$ cat config.mk
export PLATFORM = sky130hd
export DESIGN_NAME = kamacore_stage_mem_lsu
export DESIGN_NICKNAME = d
export VERILOG_FILES = /design/src/rtl/kamacore_stage_mem_lsu.sv
export SDC_FILE = /design/constraint.sdc
export NUM_CORES = 1
export LEC_CHECK = 0
export BUFFER_PORTS_ARGS = -buffer_cell sky130_fd_sc_hd__clkbuf_2
export CELL_PAD_IN_SITES_DETAIL_PLACEMENT = 0
export CELL_PAD_IN_SITES_GLOBAL_PLACEMENT = 1
export CORE_ASPECT_RATIO = 1.4
export CORE_UTILIZATION = 25
export CTS_BUF_LIST = sky130_fd_sc_hd__clkbuf_8
export CTS_CLUSTER_DIAMETER = 40
export DETAILED_ROUTE_END_ITERATION = 12
export GPL_TIMING_DRIVEN = 0
export PLACE_DENSITY_LB_ADDON = 0.1
export SLEW_MARGIN = 30
export SYNTH_ARGS = -nofsm -noshare
export SYNTH_HDL_FRONTEND = slang
export SYNTH_SLANG_ARGS = --single-unit
$ cat constraint.sdc
create_clock -name clk -period 13.4 [get_ports clk]
set_clock_uncertainty 0.2 [all_clocks]
set_input_delay 2.68 -clock clk [delete_from_list [all_inputs] [get_ports clk]]
set_output_delay 2.68 -clock clk [all_outputs]
set_load 0.005 [all_outputs]
$ cat src/rtl/kamacore_stage_mem_lsu.sv
// Memory stage: runs loads/stores over a valid/ready data bus, extends load
// data, flags misaligned accesses and registers the MEM/WB buffer.
// Forwarding from EX/MEM covers ALU results only.
module kamacore_stage_mem_lsu #(
   parameter int XLEN   = 32,
   parameter int ADDR_W = 32,
   parameter int REG_W  = 5
) (
   input  logic                   clk,
   input  logic                   rst,
   input  logic                   ex_valid,
   output logic                   ex_ready,
   input  logic [XLEN-1:0]        ex_alu_result,
   input  logic [XLEN-1:0]        ex_store_data,
   input  logic                   ex_mem_re,
   input  logic                   ex_mem_we,
   input  logic [1:0]             ex_size,
   input  logic                   ex_unsigned,
   input  logic [REG_W-1:0]       ex_rd,
   input  logic                   ex_rd_we,
   output logic                   dmem_req_valid,
   input  logic                   dmem_req_ready,
   output logic [ADDR_W-1:0]      dmem_addr,
   output logic                   dmem_we,
   output logic [XLEN/8-1:0]      dmem_be,
   output logic [XLEN-1:0]        dmem_wdata,
   input  logic                   dmem_rsp_valid,
   input  logic [XLEN-1:0]        dmem_rdata,
   output logic                   wb_valid,
   output logic [XLEN-1:0]        wb_result,
   output logic [REG_W-1:0]       wb_rd,
   output logic                   wb_rd_we,
   output logic                   wb_misalign,
   output logic                   fwd_we,
   output logic [REG_W-1:0]       fwd_a,
   output logic [XLEN-1:0]        fwd_data
);

   localparam int NB   = XLEN / 8;
   localparam int OFFW = $clog2(NB);

   typedef enum logic [1:0] {S_IDLE, S_REQ, S_RSP} state_t;

   state_t            r_state;
   state_t            w_next;

   logic              w_mem;
   logic              w_mis;
   logic              w_take;
   logic [OFFW-1:0]   w_off;
   logic [NB-1:0]     w_be_base;
   logic [XLEN-1:0]   w_lane;
   logic [XLEN-1:0]   w_load;

   // Captured operation, held stable while the bus access is in flight
   logic [ADDR_W-1:0] r_addr;
   logic [OFFW-1:0]   r_off;
   logic              r_we;
   logic [NB-1:0]     r_be;
   logic [XLEN-1:0]   r_wdata;
   logic [1:0]        r_size;
   logic              r_uns;
   logic [REG_W-1:0]  r_rd;
   logic              r_rd_we;

   logic              r_wb_valid;
   logic [XLEN-1:0]   r_wb_result;
   logic [REG_W-1:0]  r_wb_rd;
   logic              r_wb_rd_we;
   logic              r_wb_misalign;

   // Sign- or zero-extend the low 1/2/4 bytes (or pass the full word)
   function automatic logic [XLEN-1:0] f_extend(input logic [XLEN-1:0] d,
                                                input logic [1:0] sz,
                                                input logic uns);
      logic [XLEN-1:0] v;
      case (sz)
         2'd0:    if (uns) v = XLEN'(d[7:0]);  else v = XLEN'($signed(d[7:0]));
         2'd1:    if (uns) v = XLEN'(d[15:0]); else v = XLEN'($signed(d[15:0]));
         2'd2:    if (uns) v = XLEN'(d[31:0]); else v = XLEN'($signed(d[31:0]));
         default: v = d;
      endcase
      return v;
   endfunction

   assign w_mem  = ex_mem_re | ex_mem_we;
   assign w_off  = ex_alu_result[OFFW-1:0];
   assign w_take = (r_state == S_IDLE) & ex_valid & w_mem & ~w_mis;
   assign w_lane = dmem_rdata >> {r_off, 3'b000};
   assign w_load = f_extend(w_lane, r_size, r_uns);

   // Misalignment and lane mask for the incoming operation
   always_comb begin
      case (ex_size)
         2'd0:    w_mis = 1'b0;
         2'd1:    w_mis = ex_alu_result[0];
         2'd2:    w_mis = |ex_alu_result[1:0];
         default: w_mis = |ex_alu_result[2:0];
      endcase
      case (ex_size)
         2'd0:    w_be_base = NB'(1);
         2'd1:    w_be_base = NB'(3);
         2'd2:    w_be_base = NB'(15);
         default: w_be_base = '1;
      endcase
   end

   // FSM state register
   always_ff @(posedge clk or negedge rst) begin
      if (!rst) r_state <= S_IDLE;
      else      r_state <= w_next;
   end

   // FSM next state
   always_comb begin
      w_next = r_state;
      case (r_state)
         S_IDLE:  if (w_take) w_next = S_REQ;
         S_REQ:   if (dmem_req_ready) w_next = r_we ? S_IDLE : S_RSP;
         S_RSP:   if (dmem_rsp_valid) w_next = S_IDLE;
         default: w_next = S_IDLE;
      endcase
   end

   // FSM outputs: accept new ops only when idle, request only in REQ
   always_comb begin
      ex_ready       = 1'b0;
      dmem_req_valid = 1'b0;
      case (r_state)
         S_IDLE:  ex_ready       = 1'b1;
         S_REQ:   dmem_req_valid = 1'b1;
         default: ;
      endcase
   end

   // Capture the memory op on acceptance (data path, no reset needed)
   always_ff @(posedge clk) begin
      if (w_take) begin
         r_addr  <= {ex_alu_result[ADDR_W-1:OFFW], {OFFW{1'b0}}};
         r_off   <= w_off;
         r_we    <= ex_mem_we;
         r_be    <= w_be_base << w_off;
         r_wdata <= ex_store_data << {w_off, 3'b000};
         r_size  <= ex_size;
         r_uns   <= ex_unsigned;
         r_rd    <= ex_rd;
         r_rd_we <= ex_rd_we;
      end
   end

   // MEM/WB buffer: one-cycle valid pulse per retired instruction
   always_ff @(posedge clk or negedge rst) begin
      if (!rst) begin
         r_wb_valid    <= 1'b0;
         r_wb_result   <= '0;
         r_wb_rd       <= '0;
         r_wb_rd_we    <= 1'b0;
         r_wb_misalign <= 1'b0;
      end else begin
         r_wb_valid <= 1'b0;
         case (r_state)
            S_IDLE: if (ex_valid && (!w_mem || w_mis)) begin
               // ALU op retires directly; misaligned op reports the faulting address
               r_wb_valid    <= 1'b1;
               r_wb_result   <= ex_alu_result;
               r_wb_rd       <= ex_rd;
               r_wb_rd_we    <= ex_rd_we & ~w_mem;
               r_wb_misalign <= w_mem;
            end
            S_REQ: if (dmem_req_ready && r_we) begin
               r_wb_valid    <= 1'b1;
               r_wb_result   <= '0;
               r_wb_rd       <= r_rd;
               r_wb_rd_we    <= 1'b0;
               r_wb_misalign <= 1'b0;
            end
            S_RSP: if (dmem_rsp_valid) begin
               r_wb_valid    <= 1'b1;
               r_wb_result   <= w_load;
               r_wb_rd       <= r_rd;
               r_wb_rd_we    <= r_rd_we;
               r_wb_misalign <= 1'b0;
            end
            default: ;
         endcase
      end
   end

   assign dmem_addr   = r_addr;
   assign dmem_we     = r_we;
   assign dmem_be     = r_be;
   assign dmem_wdata  = r_wdata;

   assign wb_valid    = r_wb_valid;
   assign wb_result   = r_wb_result;
   assign wb_rd       = r_wb_rd;
   assign wb_rd_we    = r_wb_rd_we;
   assign wb_misalign = r_wb_misalign;

   // Loads are never forwarded; load-use is handled by the EX hazard stall
   assign fwd_we   = ex_valid & ex_rd_we & ~ex_mem_re;
   assign fwd_a    = ex_rd;
   assign fwd_data = ex_alu_result;

endmodule

==> summary.txt <==
Cells and area
  • Synth-to-Final Area Change: 35.8%
  • Count of non-filler cells in the finished layout: 1,115
  • Fill cell instance count of the final layout: 2,461
  • Total number of nets in the final design: 912
  • Fraction of layout instances using a drive strength above 1: 44.8%
  • Final standard cell utilization of the core: 34.9%

Synth
  • Most area-hungry cell type in the Yosys netlist: sky130_fd_sc_hd__edfxtp_1
  • Cells taking the most area after synthesis: sky130_fd_sc_hd__edfxtp_1 39%, sky130_fd_sc_hd__dfrtp_1 17%, sky130_fd_sc_hd__mux2i_1 6.5%, sky130_fd_sc_hd__a21oi_1 5.8%, sky130_fd_sc_hd__buf_4 5.1%
  • Seq/Total Area, Yosys: 56.3%
  • Post-synthesis instance area: 6020 um2
  • Unique masters post-synth: 46
  • Gate Count Post-Synth: 514
  • Mean instance size in the synthesized netlist: 11.7 um2
  • Syn. warnings: 0
  • Register bit count reported by yosys: 120
  • Commonest register cell after synthesis: sky130_fd_sc_hd__edfxtp_1
  • Synth top area share: 38.9%
  • Proportion of synthesized flip-flops having asynchronous set or reset: 35.0%
  • Post-synth EDFFs: 78

Route
  • Total Wirelength: 21,100 um
  • WL per Instance: 18.9 um
  • Average vias per placed instance: 4.66
  • First-pass detailed-route iteration total: 5
  • Via total after detailed routing: 5,193
  • DRC violations left: 0
  • Number of routed nets with antenna violations: 0
  • Detailed router's first-iteration violation count: 233

Placement
  • Final weighted congestion in routability-driven placement: 0.795
  • DP Wirelength: 16,800 um
  • Count of input and output buffers: 258
  • Post-Place Cells: 1,082

Clock network
  • Number of clock buffers inserted by TritonCTS: 17
  • Number of buffers between clock root and the deepest sink: 2
  • Post-CTS sizing: 0
  • Insertion delay of the later-clocked pin in the worst-skew pair: 0.45 ns
  • Hold-fix buffer count after cts: 0
  • Clock transition at the register clock pins on the worst setup and hold paths after CTS: 0.07 ns
  • Clk sinks: 120
  • Clock Root Buffer: sky130_fd_sc_hd__clkbuf_8
  • Post-CTS setup buffers: 0
  • Clock tree from TritonCTS: yes
  • CTS H-tree depth: 4

Worst setup path
  • Worst stage delay on the critical path: 0.19 ns
  • Standard cell with the maximum stage delay on the critical path: sky130_fd_sc_hd__and3b_1
  • Element type at the critical path start: input pin
  • Crit path buf inv count: 2
  • Cell-by-cell trace of the critical path: clkbuf_2 > and3b_1 > clkbuf_2
  • Endpoint required time on the critical path: 10.52 ns
  • Critical path's most frequent cell: sky130_fd_sc_hd__clkbuf_2
  • Highest net fanout along the worst path: 5
  • Family of cells with the greatest summed delay on the critical path: buffers and inverters
  • Worst Path Class, Setup: input pin to output port
  • Sort of element at the end of the critical path: output port
  • Signal arrival time at the worst endpoint: 3.10 ns

Floorplanning
  • Die width: 133 um
  • Die area: 24,700 um2
  • Die height: 186 um
  • Row cnt: 66
  • Effective utilization at floorplan: 25.7%
  • Io pins: 261
  • Core Region: 23,500 um2

Timing
  • # setup viols final: 0
  • Normalized max-slew margin: 50.4%
  • RSZ-0062 raised after global routing: false
  • Actual transition at the worst max-transition pin: 0.744 ns
  • Number of failing hold endpoints at the final stage: 0
  • Count of final max-slew check failures: 0
  • Max frequency: 167 MHz
  • Sum of negative setup slack: 0 ns
  • Final cycle utilization of the critical path: 44.6%
  • Final Critical Period: 5.98 ns

Power and ir drop
  • Power density cells: 172 nW/um2
  • LEAKAGE: 0.00357 uW
  • IR drop worst, VDD: 71.1 uV

Global route
  • Wire length of the first global-routing pass: 31,400 um
  • Number of antenna violations at the first check in global routing: 0
  • Pin count of the biggest net entering global routing: 43
  • Remaining Overflow, GRT: 0
  • Global-route total usage across every layer: 17.4%
  • Number of global-route vias before repair: 5,406

Job
  • Max Cap Violations: 0

Hold path
  • Min-Delay Path Class: register to register

Run status
  • Outcome: completed
==> cells in the mapped netlist (2+ instances only) <==
| cell type | number |
|---|---|
| sky130_fd_sc_hd__mux2i_1 | 39 |
| sky130_fd_sc_hd__a31oi_4 | 2 |
| sky130_fd_sc_hd__buf_2 | 10 |
| sky130_fd_sc_hd__a31oi_1 | 15 |
| sky130_fd_sc_hd__nor2b_1 | 18 |
| sky130_fd_sc_hd__o211ai_1 | 9 |
| sky130_fd_sc_hd__nand3_1 | 9 |
| sky130_fd_sc_hd__dfrtp_1 | 42 |
| sky130_fd_sc_hd__a32oi_1 | 16 |
| sky130_fd_sc_hd__a211o_1 | 7 |
| sky130_fd_sc_hd__buf_1 | 6 |
| sky130_fd_sc_hd__a31oi_2 | 8 |
| sky130_fd_sc_hd__buf_4 | 41 |
| sky130_fd_sc_hd__a211oi_1 | 9 |
| sky130_fd_sc_hd__buf_6 | 2 |
| sky130_fd_sc_hd__clkbuf_1 | 19 |
| sky130_fd_sc_hd__and2_1 | 10 |
| sky130_fd_sc_hd__inv_1 | 5 |
| sky130_fd_sc_hd__nand3b_1 | 8 |
| sky130_fd_sc_hd__nand4b_1 | 2 |
| sky130_fd_sc_hd__nand2_1 | 29 |
| sky130_fd_sc_hd__ha_1 | 5 |
| sky130_fd_sc_hd__o21ai_0 | 10 |
| sky130_fd_sc_hd__edfxtp_1 | 78 |
| sky130_fd_sc_hd__o2111ai_1 | 2 |
| sky130_fd_sc_hd__nand2b_1 | 3 |
| sky130_fd_sc_hd__a2111oi_2 | 2 |
| sky130_fd_sc_hd__nor2_1 | 20 |
| sky130_fd_sc_hd__a21oi_1 | 70 |
| sky130_fd_sc_hd__or2_2 | 2 |
==> registers in the layout, summed over array words and instances, names as in the netlist <==
name / cells
dmem_wdata: 32
wb_misalign: 1
r_off: 2
r_rd_we: 1
wb_result: 32
r_size: 2
r_uns: 1
wb_valid: 1
dmem_addr: 30
r_state: 2
wb_rd: 5
dmem_we: 1
r_rd: 5
wb_rd_we: 1
dmem_be: 4
==> worst register-to-register path: cells and delay by family (launching register included) <==
kind                     cells  cell delay [ns]
buffers and inverters        4             1.22
flip-flops                   1             0.40
AO/OA/AOI/OAI                2             0.45
AND/OR/NAND/NOR              1             0.18
adder cells (fa/ha/maj)      1             0.28
==> layout make-up <==
type                       instances  area (um2)  area share [%]
antenna                            1        2.50          0.0306
buffer                            78         474            5.80
clock buffer                      17         234            2.86
clock inverter                    15         143            1.74
inverter                           6        22.5           0.275
multi-input combinational        311        2150            26.3
sequential                       120        3390            41.5
tap                              306         383            4.68
timing repair buffer             261        1380            16.8
==> metrics by stage <==
stage / area [um2] / power [uW] / setup slack [ns] / hold WS [ns]
2_1_floorplan: 6030 / 856 / 6.32 / 0.310
3_3_place_gp: 7700 / 1090 / 4.36 / 0.317
3_5_place_dp: 7790 / 1110 / 7.41 / 0.321
4_1_cts: 8170 / 1440 / 7.41 / 0.338
5_1_grt: 8170 / 1510 / 7.37 / 0.376
6_report: 8180 / 1410 / 7.42 / 0.329
==> power by group <==
part           internal, uW  total (uW)  switching, uW  leakage (uW)
Combinational           224         549            325       0.00216
Clock                   177         328            151      0.000205
Sequential              490         534           43.4       0.00121
Total                   891        1410            519       0.00357
==> per-layer routing <==
metal	wire, um	GRT usage [%]	vias to the layer above
li1	-	-	2459
met1	8010	18.3	2503
met2	11200	31.7	206
met3	1350	5.20	25
met4	529	8.09	0
met5	0	0	-
==> logic make-up (layout without fill, tap and decap cells) <==
kind of cell             count (synthesis)  in the layout  synth area share (%)
other                                    1              3                0.0623
AO/OA/AOI/OAI                          157            157                  18.0
AND/OR/NAND/NOR                        106            106                  9.22
adder cells (fa/ha/maj)                  5              5                  1.04
flip-flops                             120            120                  56.3
buffers and inverters                   84            377                  8.25
multiplexers                            41             41                  7.04
==> cells in the final DEF, fill, tap and decap left out, types with 15 or more instances in the layout <==
master                     count
sky130_fd_sc_hd__clkbuf_2    257
sky130_fd_sc_hd__edfxtp_1     78
sky130_fd_sc_hd__a21oi_1      70
sky130_fd_sc_hd__dfrtp_1      42
sky130_fd_sc_hd__buf_4        41
sky130_fd_sc_hd__mux2i_1      39
sky130_fd_sc_hd__nand2_1      29
sky130_fd_sc_hd__clkbuf_1     19
sky130_fd_sc_hd__nor2_1       19
sky130_fd_sc_hd__nor2b_1      18
sky130_fd_sc_hd__clkbuf_8     17
sky130_fd_sc_hd__a32oi_1      16
sky130_fd_sc_hd__a31oi_1      15
==> worst paths after layout <==
path | cells after the start | to | slack, ns | from
min reg2reg | 2 | wb_result[1] | 0.33 | wb_result[1]
max | 3 | fwd_we | 7.42 | ex_valid
min in group asynchronous | 1 | wb_result[26] | 2.07 | rst
max reg2reg | 8 | wb_result[30] | 10.60 | r_state[0]
min | 2 | wb_result[1] | 0.33 | wb_result[1]
max in group asynchronous | 1 | wb_misalign | 10.49 | rst
Note: power is estimated with default switching activity, not from simulation.
